**config.mk**
```make
export PLATFORM = sky130hd
export DESIGN_NAME = axis_greyscale_pipe
export DESIGN_NICKNAME = d
export VERILOG_FILES = /design/src/rtl/axis_greyscale_pipe.sv
export SDC_FILE = /design/constraint.sdc
export NUM_CORES = 1
export LEC_CHECK = 0
export CORE_MARGIN = 4
export CORE_UTILIZATION = 40
export DETAILED_ROUTE_END_ITERATION = 7
export GPL_TIMING_DRIVEN = 0
export PLACE_DENSITY = 0.59
export SYNTH_ARGS = -nofsm -noshare
export SYNTH_HDL_FRONTEND = slang
export SYNTH_SLANG_ARGS = --single-unit
```
**constraint.sdc**
```tcl
create_clock -name i_clk -period 5.5 [get_ports i_clk]
set_input_delay 0.55 -clock i_clk [delete_from_list [all_inputs] [get_ports i_clk]]
set_output_delay 0.55 -clock i_clk [all_outputs]
set_load 0.005 [all_outputs]
```
**src/rtl/axis_greyscale_pipe.sv**
```systemverilog
// axis_greyscale_pipe
// Three-stage AXI4-Stream RGB-to-luma converter. Stage 1 expands each
// channel to OUT_W bits, stage 2 forms weighted partial sums (shift-add
// approximation or BT.601 integer multiply, chosen per pixel), and stage 3
// adds, rounds and saturates the result. The pipeline advances as a whole
// whenever the output register is empty or being drained.
module axis_greyscale_pipe #(
  parameter  int R_W   = 5,
  parameter  int G_W   = 6,
  parameter  int B_W   = 5,
  parameter  int OUT_W = 8,
  localparam int IN_W  = R_W + G_W + B_W
) (
  input  logic             i_clk,
  input  logic             i_rst,
  input  logic             i_mode,
  input  logic [IN_W-1:0]  s_axis_tdata,
  input  logic             s_axis_tvalid,
  output logic             s_axis_tready,
  input  logic             s_axis_tuser,
  input  logic             s_axis_tlast,
  output logic [OUT_W-1:0] m_axis_tdata,
  output logic             m_axis_tvalid,
  input  logic             m_axis_tready,
  output logic             m_axis_tuser,
  output logic             m_axis_tlast
);

  // Partial sums are OUT_W+9 bits wide; the final adder gets two more bits
  // of headroom so the rounding constant can never wrap the sum.
  localparam int SW = OUT_W + 9;
  localparam int YW = SW + 2;

  logic             ce;

  logic [R_W-1:0]   r_in;
  logic [G_W-1:0]   g_in;
  logic [B_W-1:0]   b_in;
  logic [2*R_W-1:0] r_dbl;
  logic [2*G_W-1:0] g_dbl;
  logic [2*B_W-1:0] b_dbl;
  logic [OUT_W-1:0] n_r_in;
  logic [OUT_W-1:0] n_g_in;
  logic [OUT_W-1:0] n_b_in;

  logic             v1;
  logic             mode1;
  logic             user1;
  logic             last1;
  logic [OUT_W-1:0] n_r1;
  logic [OUT_W-1:0] n_g1;
  logic [OUT_W-1:0] n_b1;

  logic [SW-1:0]    a_nxt;
  logic [SW-1:0]    b_nxt;
  logic [SW-1:0]    c_nxt;

  logic             v2;
  logic             mode2;
  logic             user2;
  logic             last2;
  logic [SW-1:0]    a2;
  logic [SW-1:0]    b2;
  logic [SW-1:0]    c2;

  logic [YW-1:0]    sum;
  logic [YW-1:0]    y_full;
  logic [OUT_W-1:0] y_sat;

  logic             v3;

  // The whole pipe moves when the output slot is empty or being accepted.
  assign ce            = ~v3 | m_axis_tready;
  assign s_axis_tready = ce;
  assign m_axis_tvalid = v3;

  // Unpack {R,G,B} and widen each channel by repeating its own MSBs. Taking
  // the top OUT_W bits of {c,c} is the same as {c, c[W-1 -: OUT_W-W]} and
  // degenerates cleanly to c when the channel is already OUT_W wide.
  assign r_in   = s_axis_tdata[IN_W-1 -: R_W];
  assign g_in   = s_axis_tdata[G_W+B_W-1 -: G_W];
  assign b_in   = s_axis_tdata[B_W-1:0];
  assign r_dbl  = {r_in, r_in};
  assign g_dbl  = {g_in, g_in};
  assign b_dbl  = {b_in, b_in};
  assign n_r_in = r_dbl[2*R_W-1 -: OUT_W];
  assign n_g_in = g_dbl[2*G_W-1 -: OUT_W];
  assign n_b_in = b_dbl[2*B_W-1 -: OUT_W];

  // Stage 1: capture the normalised pixel together with its mode and side-band.
  always_ff @(posedge i_clk) begin
    if (i_rst) begin
      v1    <= 1'b0;
      mode1 <= 1'b0;
      user1 <= 1'b0;
      last1 <= 1'b0;
      n_r1  <= '0;
      n_g1  <= '0;
      n_b1  <= '0;
    end else if (ce) begin
      v1    <= s_axis_tvalid;
      mode1 <= i_mode;
      user1 <= s_axis_tuser;
      last1 <= s_axis_tlast;
      n_r1  <= n_r_in;
      n_g1  <= n_g_in;
      n_b1  <= n_b_in;
    end
  end

  // Weighted channel terms: shift-add approximation of 0.297/0.594/0.125, or
  // BT.601 weights scaled by 256 for the multiply mode.
  always_comb begin
    a_nxt = '0;
    b_nxt = '0;
    c_nxt = '0;
    if (mode1) begin
      a_nxt = SW'(n_r1) * SW'(77);
      b_nxt = SW'(n_g1) * SW'(150);
      c_nxt = SW'(n_b1) * SW'(29);
    end else begin
      a_nxt = SW'(n_r1 >> 2) + SW'(n_r1 >> 5) + SW'(n_r1 >> 6);
      b_nxt = SW'(n_g1 >> 1) + SW'(n_g1 >> 4) + SW'(n_g1 >> 5);
      c_nxt = SW'(n_b1 >> 3);
    end
  end

  // Stage 2: register the partial sums.
  always_ff @(posedge i_clk) begin
    if (i_rst) begin
      v2    <= 1'b0;
      mode2 <= 1'b0;
      user2 <= 1'b0;
      last2 <= 1'b0;
      a2    <= '0;
      b2    <= '0;
      c2    <= '0;
    end else if (ce) begin
      v2    <= v1;
      mode2 <= mode1;
      user2 <= user1;
      last2 <= last1;
      a2    <= a_nxt;
      b2    <= b_nxt;
      c2    <= c_nxt;
    end
  end

  // Final sum; multiply mode rounds to nearest before dropping the x256
  // scale, and anything above the output range clips to full scale.
  always_comb begin
    sum    = YW'(a2) + YW'(b2) + YW'(c2) + (mode2 ? YW'(128) : YW'(0));
    y_full = mode2 ? (sum >> 8) : sum;
    y_sat  = {OUT_W{1'b1}};
    if (y_full[YW-1:OUT_W] == '0) begin
      y_sat = y_full[OUT_W-1:0];
    end
  end

  // Stage 3: the output register, held while downstream stalls.
  always_ff @(posedge i_clk) begin
    if (i_rst) begin
      v3           <= 1'b0;
      m_axis_tdata <= '0;
      m_axis_tuser <= 1'b0;
      m_axis_tlast <= 1'b0;
    end else if (ce) begin
      v3           <= v2;
      m_axis_tdata <= y_sat;
      m_axis_tuser <= user2;
      m_axis_tlast <= last2;
    end
  end

endmodule
```
# After elaboration in Yosys (flattened, before gate mapping)
# Cells that the tools add are included.
op_classes:
  addsub: 7
  n_mul: 3
  n_mux: 6
  bitwise: 2
  reduce_logical: 1
op_table:
  columns: ["operator", "count"]
  rows:
  - ["$mul A8 B7 Y15 const B", 2]
  - ["$add A18 B17 Y19", 1]
  - ["$add A19 B8 Y19", 1]
  - ["$mux W19", 1]
  - ["$add A17 B17 Y18", 1]
  - ["$mux W16", 1]
  - ["$mux W8", 2]
  - ["$mux W15", 1]
  - ["$mul A8 B5 Y13 const B", 1]
  - ["$mux W13", 1]
  - ["$logic_not A11 Y1", 1]
  - ["$add A8 B3 Y9", 1]
  - ["$add A7 B2 Y8", 1]
  - ["$add A7 B4 Y8", 1]
  - ["$add A6 B3 Y7", 1]
  - ["$not A1 Y1", 1]
  - ["$or A1 B1 Y1", 1]
totals:
  regBits: 94
  inputBits: 23
  word_cells: 37

# Logic depth before layout (Yosys ltp)
# Gate-level depths: netlist (run 1).
logic_depth:
  ltp_word: 6
  depth_mapped: 14
  mapped_depth_nobuf: 14

# Least setup slack after synthesis (run 1)
# Ideal clock, no wire load.
synth_timing:
  kind: "register -> register"
  from: "reg a2[2]"
  to: "reg m_axis_tdata[3]"
  setup_ps: 119
  arrival_ps: 3764
  t_required_ps: 5381
  setup_slack_ps: 1618
  path_stages_with_launch: 14
  n_path_buf: 0
  period_less_slack_ps: 3882
  cell_sequence: "dfxtp_1 inv_1 fa_1 inv_1 ha_1 ha_1 fa_1 a211oi_2 o211ai_2 a32o_1 or3_4 a2111oi_2 nand4b_2 o221a_1"
synth_between:
  elab_chain_len: 6
synth_rtl:
  columns: ["item", "line", "rtl"]
  rows:
  - ["from (decl)", "62", "logic [SW-1:0] a2;"]
  - ["from (signal assigned)", "143", "a2 <= a_nxt;"]
  - ["$add A17 B17 Y18 (*)", "152", "sum = YW'(a2) + YW'(b2) + YW'(c2) + (mode2 ? YW'(128) : YW'(0));"]
  - ["$add A18 B17 Y19 (*)", "152", null]
  - ["$add A19 B8 Y19 (*)", "152", null]
  - ["$mux W19 (*)", "153", "y_full = mode2 ? (sum >> 8) : sum;"]
  - ["$logic_not A11 Y1", "155", "if (y_full[YW-1:OUT_W] == '0) begin"]
  - ["$mux W8 (*)", "155", null]
  - ["to (signal assigned)", "169", "m_axis_tdata <= y_sat;"]
  - ["to (decl)", "22", "output logic [OUT_W-1:0] m_axis_tdata,"]
# Every way passes the cells marked *; elsewhere a longest branch is shown, timed or not.
# A chain may end at the register's enable or synchronous reset.

# Worst setup path in the final report (run 1)
# Same ends and word-level chain as after synthesis.

==> insert_results.sql, run 1 <==
INSERT INTO impl_metrics (metric_group, metric, value, unit) VALUES
('synthesis', 'synth_top_family_by_area', 'adder cells', ''),
('grt', 'grt_overflow', '0', ''),
('floorplanning', 'die_footprint', '20900', 'um2'),
('clock_tree', 'clk_root_buffer_cell', 'sky130_fd_sc_hd__clkbuf_16', ''),
('sta', 'setup-violations-final', '0', ''),
('synthesis', 'synth_fa_ha_area_share', '34.8', '%'),
('drt', 'dr.pass1.iters', '4', ''),
('drt', 'remaining_drcs', '0', ''),
('floorplanning', 'start_util', '41.1', '%'),
('synthesis', 'synthSimpleGateAreaFrac', '12.9', '%'),
('synthesis', 'synth-edff-count', '0', ''),
('grt', 'grt_pass1_vias', '5803', ''),
('drt', 'route.detailed.wl_per_inst', '15.2', 'um'),
('synthesis', 'synthFlopType', 'sky130_fd_sc_hd__dfxtp_1', ''),
('place', 'place_congestion', '0.867', ''),
('synthesis', 'syn_area_per_cell', '8.51', 'um2'),
('final_layout', 'postLayoutCellArea', '8380', 'um2'),
('clock_tree', 'cts.repair.resized', '0', ''),
('drt', 'initialDrtViolationCount', '269', ''),
('synthesis', 'synth-seq-cells', '79', ''),
('power', 'worst_ir_drop_vdd', '0.153', 'mV'),
('sta', 'period_minus_slack', '4320', 'ps'),
('clock_tree', 'postcts_setup_bufs', '0', ''),
('critical_path', 'timing.critical_path.required', '5740', 'ps'),
('place', 'dpl.cell_count', '1140', ''),
('drt', 'dr_vias', '5889', ''),
('synthesis', 'ys_warn_count', '0', ''),
('sta', 'rsz_0062_raised_after_global_routing', 'no', ''),
('floorplanning', 'core', '18100', 'um2'),
('drt', 'totalWireLength', '17.6', 'mm'),
('synthesis', 'syn_inst', '877', ''),
('critical_path', 'worst_setup_end_kind', 'flip-flop', ''),
('synthesis', 'syn_nets', '1079', ''),
('sta', 'final_min_period_over_clock_period', '78.5', '%'),
('hold_path', 'worst_hold_path_type', 'reg2reg', ''),
('grt', 'grt_util_all_layers', '17.9', '%'),
('critical_path', 'worst_setup_path_start_kind', 'flip-flop', ''),
('power', 'static-leakage-power', '4.14', 'nW'),
('synthesis', 'synth_seq_area_share', '21.2', '%'),
('critical_path', 'worstSetupPathType', 'reg2reg', ''),
('run', 'max_cap_violations', '0', ''),
('final_layout', 'post_route_cells_drive_above_1_share', '3.02', '%'),
('drt', 'viasPerCell', '5.09', ''),
('final_layout', 'final_nets', '1124', ''),
('critical_path', 'cp.arrival', '4560', 'ps'),
('place', 'hpwl', '14.2', 'mm'),
('synthesis', 'synth.cell_area', '7460', 'um2'),
('sta', 'hold_viol_final', '0', ''),
('synthesis', 'synth_compound_gate_area_share', '16.9', '%'),
('drt', 'antenna_violating_nets_remaining', '0', ''),
('clock_tree', 'cts.sinks', '79', ''),
('place', 'pre_cts_slack', '1190', 'ps'),
('floorplanning', 'pin_count', '35', ''),
('synthesis', 'synth.distinct_cells', '57', ''),
('floorplanning', 'die_width', '145', 'um'),
('power', 'power_density_over_the_cells', '245', 'nW/um2'),
('final_layout', 'area_overhead_vs_synth', '12.3', '%'),
('clock_tree', 'cts_htree_levels', '3', ''),
('clock_tree', 'cts_tree', 'done', ''),
('sta', 'timing_max_transition_violations_final', '0', ''),
('synthesis', 'mux_cell_area_share_after_synthesis', '1.34', '%'),
('clock_tree', 'clock_tree.buffer_depth', '2', ''),
('floorplanning', 'fp-row-count', '49', ''),
('grt', 'grt_max_degree', '18', ''),
('sta', 'worst_clock_skew', '11.3', 'ps'),
('grt', 'grt_first_pass_wirelength', '29.6', 'mm'),
('critical_path', 'crit_fanout', '8', ''),
('clock_tree', 'hold_buffers', '0', ''),
('sta', 'postLayoutSetupSlackWorst', '1180', 'ps'),
('floorplanning', 'die-height', '145', 'um'),
('place', 'place_area', '8090', 'um2'),
('synthesis', 'synthArstFlopShare', '0', '%'),
('sta', 'slew_headroom', '49.7', '%'),
('grt', 'grt_antenna_before_repair', '0', ''),
('clock_tree', 'worstSkewPairLatency', '350', 'ps'),
('clock_tree', 'tritoncts.num_buffers', '9', ''),
('clock_tree', 'clk_pin_slew', '70', 'ps'),
('final_layout', 'fill_cells', '1790', ''),
('place', 'numPortBuffers', '34', ''),
('sta', 'tns', '0', 'ps'),
('sta', 'max_freq', '232', 'MHz'),
('power', 'power.total', '2.05', 'mW'),
('final_layout', 'layoutNonFillerInstCount', '1156', ''),
('status', 'outcome', 'completed', ''),
('synthesis', 'synth-xor-area-share', '3.99', '%'),
('sta', 'worstMarginPinSlew', '754', 'ps'),
('final_layout', 'ant_cells', '0', '');
-- cells by family (layout without fill, tap and decap cells) --
kind of cell | Yosys count | in the layout
muxes | 10 | 10
xor gates and xnor gates | 34 | 34
and+or+nand+nor | 214 | 214
DFF | 79 | 79
buffers and inverters | 176 | 226
AOI/OAI and AO/OA | 185 | 185
adders and majority gates | 179 | 179
-- per-stage QoR --
stage / hold slack (ps) / utilization [%]
after global placement: 440 / 44.6
after detailed placement: 445 / 44.6
after CTS: 454 / 46.2
final: 455 / 46.2
after floorplan: 425 / -
after global routing: 472 / 46.2
-- registers in the layout (all words and copies together), names as in the netlist, 5 cells and up --
register      count
b2               16
a2               15
c2               13
m_axis_tdata      8
n_g1              6
n_b1              5
n_r1              5
-- critical path, cell delays in order (launching register included) --
cell                        delay [ps]
sky130_fd_sc_hd__dfxtp_1           330
sky130_fd_sc_hd__inv_1              60
sky130_fd_sc_hd__fa_1              590
sky130_fd_sc_hd__inv_1              60
sky130_fd_sc_hd__ha_1              300
sky130_fd_sc_hd__ha_1              240
sky130_fd_sc_hd__fa_1              440
sky130_fd_sc_hd__a211oi_2          290
sky130_fd_sc_hd__o211ai_2          220
sky130_fd_sc_hd__a32o_1            340
sky130_fd_sc_hd__or3_4             340
sky130_fd_sc_hd__a2111oi_2         390
sky130_fd_sc_hd__nand4b_2          290
sky130_fd_sc_hd__o221a_1           320
-- path summary, 6_finish.rpt --
kind | from | end | slack, ps | cells after the start
min reg2reg | v1 | v1 | 450 | 2
min | v1 | v1 | 450 | 2
max | a2[2] | m_axis_tdata[3] | 1180 | 13
max reg2reg | a2[2] | m_axis_tdata[3] | 1180 | 13
-- report_power, final --
part / internal, mW / total (mW) / switching, mW
clock network: 0.321 / 0.604 / 0.284
logic: 0.348 / 0.776 / 0.428
registers: 0.625 / 0.672 / 0.0468
total: 1.29 / 2.05 / 0.758
-- synthesized netlist by cell type, types with 2 or more instances --
library cell / n / share of area [%]
sky130_fd_sc_hd__a21o_1: 15 / 1.5
sky130_fd_sc_hd__and3_1: 8 / 0.67
sky130_fd_sc_hd__dfxtp_1: 79 / 21
sky130_fd_sc_hd__and2_0: 2 / 0.17
sky130_fd_sc_hd__nand2b_1: 10 / 0.84
sky130_fd_sc_hd__nand3_1: 11 / 0.74
sky130_fd_sc_hd__nor3_1: 9 / 0.60
sky130_fd_sc_hd__ha_1: 131 / 22
sky130_fd_sc_hd__nand2_1: 88 / 4.4
sky130_fd_sc_hd__inv_1: 147 / 7.4
sky130_fd_sc_hd__o211ai_1: 8 / 0.80
sky130_fd_sc_hd__o221a_1: 8 / 1.2
sky130_fd_sc_hd__a31o_2: 2 / 0.23
sky130_fd_sc_hd__a211o_1: 2 / 0.23
sky130_fd_sc_hd__xor2_1: 9 / 1.1
sky130_fd_sc_hd__o21bai_1: 4 / 0.40
sky130_fd_sc_hd__or3_1: 2 / 0.17
sky130_fd_sc_hd__a221oi_1: 2 / 0.23
sky130_fd_sc_hd__a32o_1: 2 / 0.27
sky130_fd_sc_hd__a22oi_1: 12 / 1.2
sky130_fd_sc_hd__nor3b_1: 6 / 0.60
sky130_fd_sc_hd__clkbuf_1: 28 / 1.4
sky130_fd_sc_hd__mux2i_1: 10 / 1.3
sky130_fd_sc_hd__nor2b_1: 5 / 0.42
sky130_fd_sc_hd__nor2_1: 64 / 3.2
sky130_fd_sc_hd__xnor2_1: 25 / 2.9
sky130_fd_sc_hd__a31oi_1: 7 / 0.59
sky130_fd_sc_hd__o21ai_0: 28 / 1.9
sky130_fd_sc_hd__a21oi_1: 52 / 3.5
sky130_fd_sc_hd__fa_1: 48 / 13
sky130_fd_sc_hd__a211oi_1: 23 / 2.3
sky130_fd_sc_hd__a22o_1: 2 / 0.23
sky130_fd_sc_hd__nand3b_1: 2 / 0.20
sky130_fd_sc_hd__o41ai_1: 3 / 0.35
-- cell type report --
| class | instances | area, um2 | share of cell area (%) |
|---|---|---|---|
| tap | 229 | 287 | 3.42 |
| buffer | 28 | 105 | 1.25 |
| clock inverter | 7 | 67.6 | 0.806 |
| sequential | 79 | 1580 | 18.9 |
| timing repair buffer | 34 | 340 | 4.06 |
| inverter | 148 | 556 | 6.63 |
| clock buffer | 9 | 225 | 2.69 |
| multi-input combinational | 622 | 5220 | 62.3 |
-- cell usage in the layout, fill, tap and decap left out, types with 11 or more instances in the layout --
cell | Yosys | final
sky130_fd_sc_hd__o21ai_0 | 28 | 28
sky130_fd_sc_hd__a21o_1 | 15 | 15
sky130_fd_sc_hd__clkdlybuf4s50_1 | 0 | 34
sky130_fd_sc_hd__ha_1 | 131 | 131
sky130_fd_sc_hd__dfxtp_1 | 79 | 79
sky130_fd_sc_hd__clkbuf_1 | 28 | 28
sky130_fd_sc_hd__a21oi_1 | 52 | 52
sky130_fd_sc_hd__nand2_1 | 88 | 88
sky130_fd_sc_hd__a22oi_1 | 12 | 12
sky130_fd_sc_hd__inv_1 | 147 | 147
sky130_fd_sc_hd__nor2_1 | 64 | 64
sky130_fd_sc_hd__xnor2_1 | 25 | 25
sky130_fd_sc_hd__fa_1 | 48 | 48
sky130_fd_sc_hd__a211oi_1 | 23 | 23
sky130_fd_sc_hd__nand3_1 | 11 | 11
-- per-layer routing --
metal | wire length [um] | share of wire [%] | global-route usage [%] | up-vias
li1 | - | - | - | 3051
met1 | 9010 | 51 | 25.7 | 2754
met2 | 7890 | 45 | 28.4 | 68
met3 | 519 | 2.9 | 3.08 | 16
met4 | 191 | 1.1 | 3.73 | 0
met5 | 0 | 0 | 0 | -
Power figures use the tool's default switching activity.
==> run 2, diff against run 1 <==
- PLACE_DENSITY: 0.59 -> 0.61
- clock period: 5.5 -> 3.9 ns (I/O delays scaled with it)
==> insert_results.sql, run 2 (synthesis gave the netlist of run 1 again) <==
INSERT INTO impl_metrics (metric_group, metric, value, unit) VALUES
('status', 'outcome', 'completed', ''),
('clock_tree', 'cts_tree', 'done', ''),
('sta', 'hold_viol_final', '0', ''),
('floorplanning', 'die-height', '145', 'um'),
('power', 'power_density_over_the_cells', '350', 'nW/um2'),
('power', 'seq_power_share', '31.5', '%'),
('floorplanning', 'fp-row-count', '49', ''),
('sta', 'final_min_period_over_clock_period', '98.3', '%'),
('clock_tree', 'clk_pin_slew', '70', 'ps'),
('power', 'internal_power', '1.92', 'mW'),
('critical_path', 'reg2reg_depth', '13', ''),
('clock_tree', 'clock_tree.buffer_depth', '2', ''),
('run', 'max_cap_violations', '0', ''),
('grt', 'grt_antenna_before_repair', '0', ''),
('drt', 'route.detailed.wl_per_inst', '15.1', 'um'),
('critical_path', 'r2r_start', 'c2[2]', ''),
('grt', 'grt_first_pass_wirelength', '29.6', 'mm'),
('floorplanning', 'die_footprint', '20900', 'um2'),
('critical_path', 'critical-path-top-delay-family', 'adder cells', ''),
('power', 'swShare', '36.1', '%'),
('final_layout', 'area_overhead_vs_synth', '14.8', '%'),
('drt', 'remaining_drcs', '0', ''),
('power', 'static-leakage-power', '4.21', 'nW'),
('sta', 'slew_headroom', '54.9', '%'),
('sta', 'timing_max_transition_violations_final', '0', ''),
('sta', 'setup-violations-final', '0', ''),
('final_layout', 'post_route_cells_drive_above_1_share', '6.22', '%'),
('critical_path', 'critPathSlowestCell', 'sky130_fd_sc_hd__fa_1', ''),
('floorplanning', 'die_width', '145', 'um'),
('critical_path', 'cp.arrival', '4070', 'ps'),
('drt', 'initialDrtViolationCount', '265', ''),
('place', 'numPortBuffers', '34', ''),
('critical_path', 'max_stage_delay', '590', 'ps'),
('grt', 'grt_max_degree', '17', ''),
('place', 'pre_cts_slack', '-383', 'ps'),
('final_layout', 'largest_register_ffs', '16', ''),
('final_layout', 'final_nets', '1130', ''),
('critical_path', 'timing.critical_path.required', '4140', 'ps'),
('place', 'place_congestion', '0.846', ''),
('sta', 'max_freq', '261', 'MHz'),
('floorplanning', 'start_util', '41.1', '%'),
('place', 'hpwl', '13.9', 'mm'),
('sta', 'hold_ws', '449', 'ps'),
('final_layout', 'utilization', '47.2', '%'),
('hold_path', 'min_delay_path_depth', '2', ''),
('hold_path', 'hold_path_startpoint', 'a2[2]', ''),
('power', 'power_frac_clock', '30.1', '%'),
('hold_path', 'worst_hold_path_type', 'reg2reg', ''),
('power', 'power.net_switching', '1.08', 'mW'),
('drt', 'viasPerCell', '5.13', ''),
('clock_tree', 'cts.sinks', '79', ''),
('hold_path', 'min_to', 'a2[2]', ''),
('critical_path', 'worstSetupPathType', 'reg2reg', ''),
('clock_tree', 'worstSkewPairLatency', '350', 'ps'),
('sta', 'worstMarginPinSlew', '676', 'ps'),
('critical_path', 'crit_fanout', '8', ''),
('clock_tree', 'tritoncts.num_buffers', '9', ''),
('grt', 'grt_util_all_layers', '17.9', '%'),
('final_layout', 'fill_cells', '1806', ''),
('drt', 'antenna_violating_nets_remaining', '0', ''),
('critical_path', 'timing.reg2reg.setup_slack', '70', 'ps'),
('drt', 'totalWireLength', '17.6', 'mm'),
('grt', 'grt_overflow', '0', ''),
('final_layout', 'most_frequent_cells_in_the_layout', 'sky130_fd_sc_hd__inv_1, sky130_fd_sc_hd__ha_1, sky130_fd_sc_hd__nand2_1', ''),
('sta', 'period_minus_slack', '3830', 'ps'),
('sta', 'postLayoutSetupSlackWorst', '67.3', 'ps'),
('final_layout', 'ant_cells', '0', ''),
('power', 'power.total', '3.00', 'mW'),
('place', 'dpl.cell_count', '1140', ''),
('floorplanning', 'pin_count', '35', ''),
('critical_path', 'crit_path_cell_trace', 'inv_2, fa_1, inv_2, ha_4, ha_4, fa_2, a211oi_4, o211ai_2, a32o_2, or3_4, a2111oi_4, nand4b_4, o221a_1', ''),
('final_layout', 'mostFrequentLayoutCell', 'sky130_fd_sc_hd__inv_1', ''),
('clock_tree', 'hold_buffers', '0', ''),
('grt', 'grt_pass1_vias', '5950', ''),
('critical_path', 'cp.buffers_inverters', '2', ''),
('floorplanning', 'core', '18100', 'um2'),
('power', 'comb_power_share', '38.4', '%'),
('final_layout', 'top_regs', 'b2 (16), a2 (15), c2 (13)', ''),
('critical_path', 'regToRegEndpoint', 'm_axis_tdata[1]', ''),
('final_layout', 'registers.top_by_ff_count', 'b2', ''),
('critical_path', 'worst_setup_end_kind', 'flip-flop', ''),
('power', 'worst_ir_drop_vdd', '0.221', 'mV'),
('drt', 'dr.pass1.iters', '4', ''),
('critical_path', 'worst_setup_path_start_kind', 'flip-flop', ''),
('clock_tree', 'clk_root_buffer_cell', 'sky130_fd_sc_hd__clkbuf_16', ''),
('final_layout', 'layoutNonFillerInstCount', '1162', ''),
('sta', 'worst_clock_skew', '9.95', 'ps'),
('clock_tree', 'cts_htree_levels', '3', ''),
('drt', 'dr_vias', '5962', ''),
('sta', 'rsz_0062_raised_after_global_routing', 'yes', '');
==> run 2: cell count changes in the layout (fill, tap and decap cells not counted), moves of 2 or more <==
cell / previous run / this run
sky130_fd_sc_hd__dfxtp_1: 79 / 67
sky130_fd_sc_hd__dfxtp_2: 0 / 8
sky130_fd_sc_hd__buf_4: 0 / 6
sky130_fd_sc_hd__dfxtp_4: 0 / 4
sky130_fd_sc_hd__ha_1: 131 / 128
sky130_fd_sc_hd__ha_4: 0 / 3
sky130_fd_sc_hd__inv_1: 147 / 145
sky130_fd_sc_hd__inv_2: 1 / 3
sky130_fd_sc_hd__o41ai_1: 3 / 1
sky130_fd_sc_hd__o41ai_2: 0 / 2
==> run 2: what timing repair did <==
action | 4_1_cts | 5_1_grt
setup buffers | 4 | 2
pin swaps | 9 | 9
gates cloned | 0 | 0
resized for setup | 18 | 16
setup endpoints to repair | 11 | 15
==> run 2: area by class of cell <==
cell class	instances	area (um2)	area share, %
inverters	148	556	6.48
clock inverters	7	86.3	1.01
flip-flops and latches	79	1610	18.7
well taps	229	287	3.34
multi-input cells	622	5320	62.1
repair buffers	40	385	4.50
clock buffers	9	225	2.63
plain buffers	28	105	1.23
==> run 2: how the worst max path moves through the flow <==
stage | startpoint | end | slack [ps] | depth (start not counted)
finish | c2[2] | m_axis_tdata[1] | 70 | 13
global route | n_g1[6] | b2[14] | -80 | 14
CTS | c2[2] | m_axis_tdata[1] | 10 | 13
detailed placement | a2[2] | m_axis_tdata[1] | -380 | 13
global placement | a2[2] | m_axis_tdata[1] | -370 | 13
floorplan | a2[2] | m_axis_tdata[3] | 20 | 13
==> run 2: power by group through the flow <==
stage | Clock, mW | Sequential, mW | Combinational [mW]
after global placement | 0 | 0.966 | 1.09
after CTS | 0.918 | 0.949 | 1.15
final | 0.904 | 0.947 | 1.15
after floorplan | 0 | 0.950 | 0.788
after global routing | 0.951 | 0.960 | 1.32
after detailed placement | 0 | 0.967 | 1.10
==> run 2: layer usage <==
layer  up-vias  routed length (um)  track usage [%]
met1      2793                8850             24.7
met2        79                7880             28.8
met4         0                 340             4.61
met3        23                 516             3.27
met5         -                   0                0
li1       3067                   -                -
==> run 2: through the flow <==
step,TNS [ps],cell area [um2]
after floorplan,0,7460
after global placement,-3100,8090
after detailed placement,-3190,8090
after CTS,0,8510
after global routing,-466,8570
final,0,8570
==> run 2: tightest hold or removal path, stage by stage, from the launching register on <==
cell	delay, ps
sky130_fd_sc_hd__dfxtp_2	320
sky130_fd_sc_hd__nand2_1	50
sky130_fd_sc_hd__a21oi_1	50
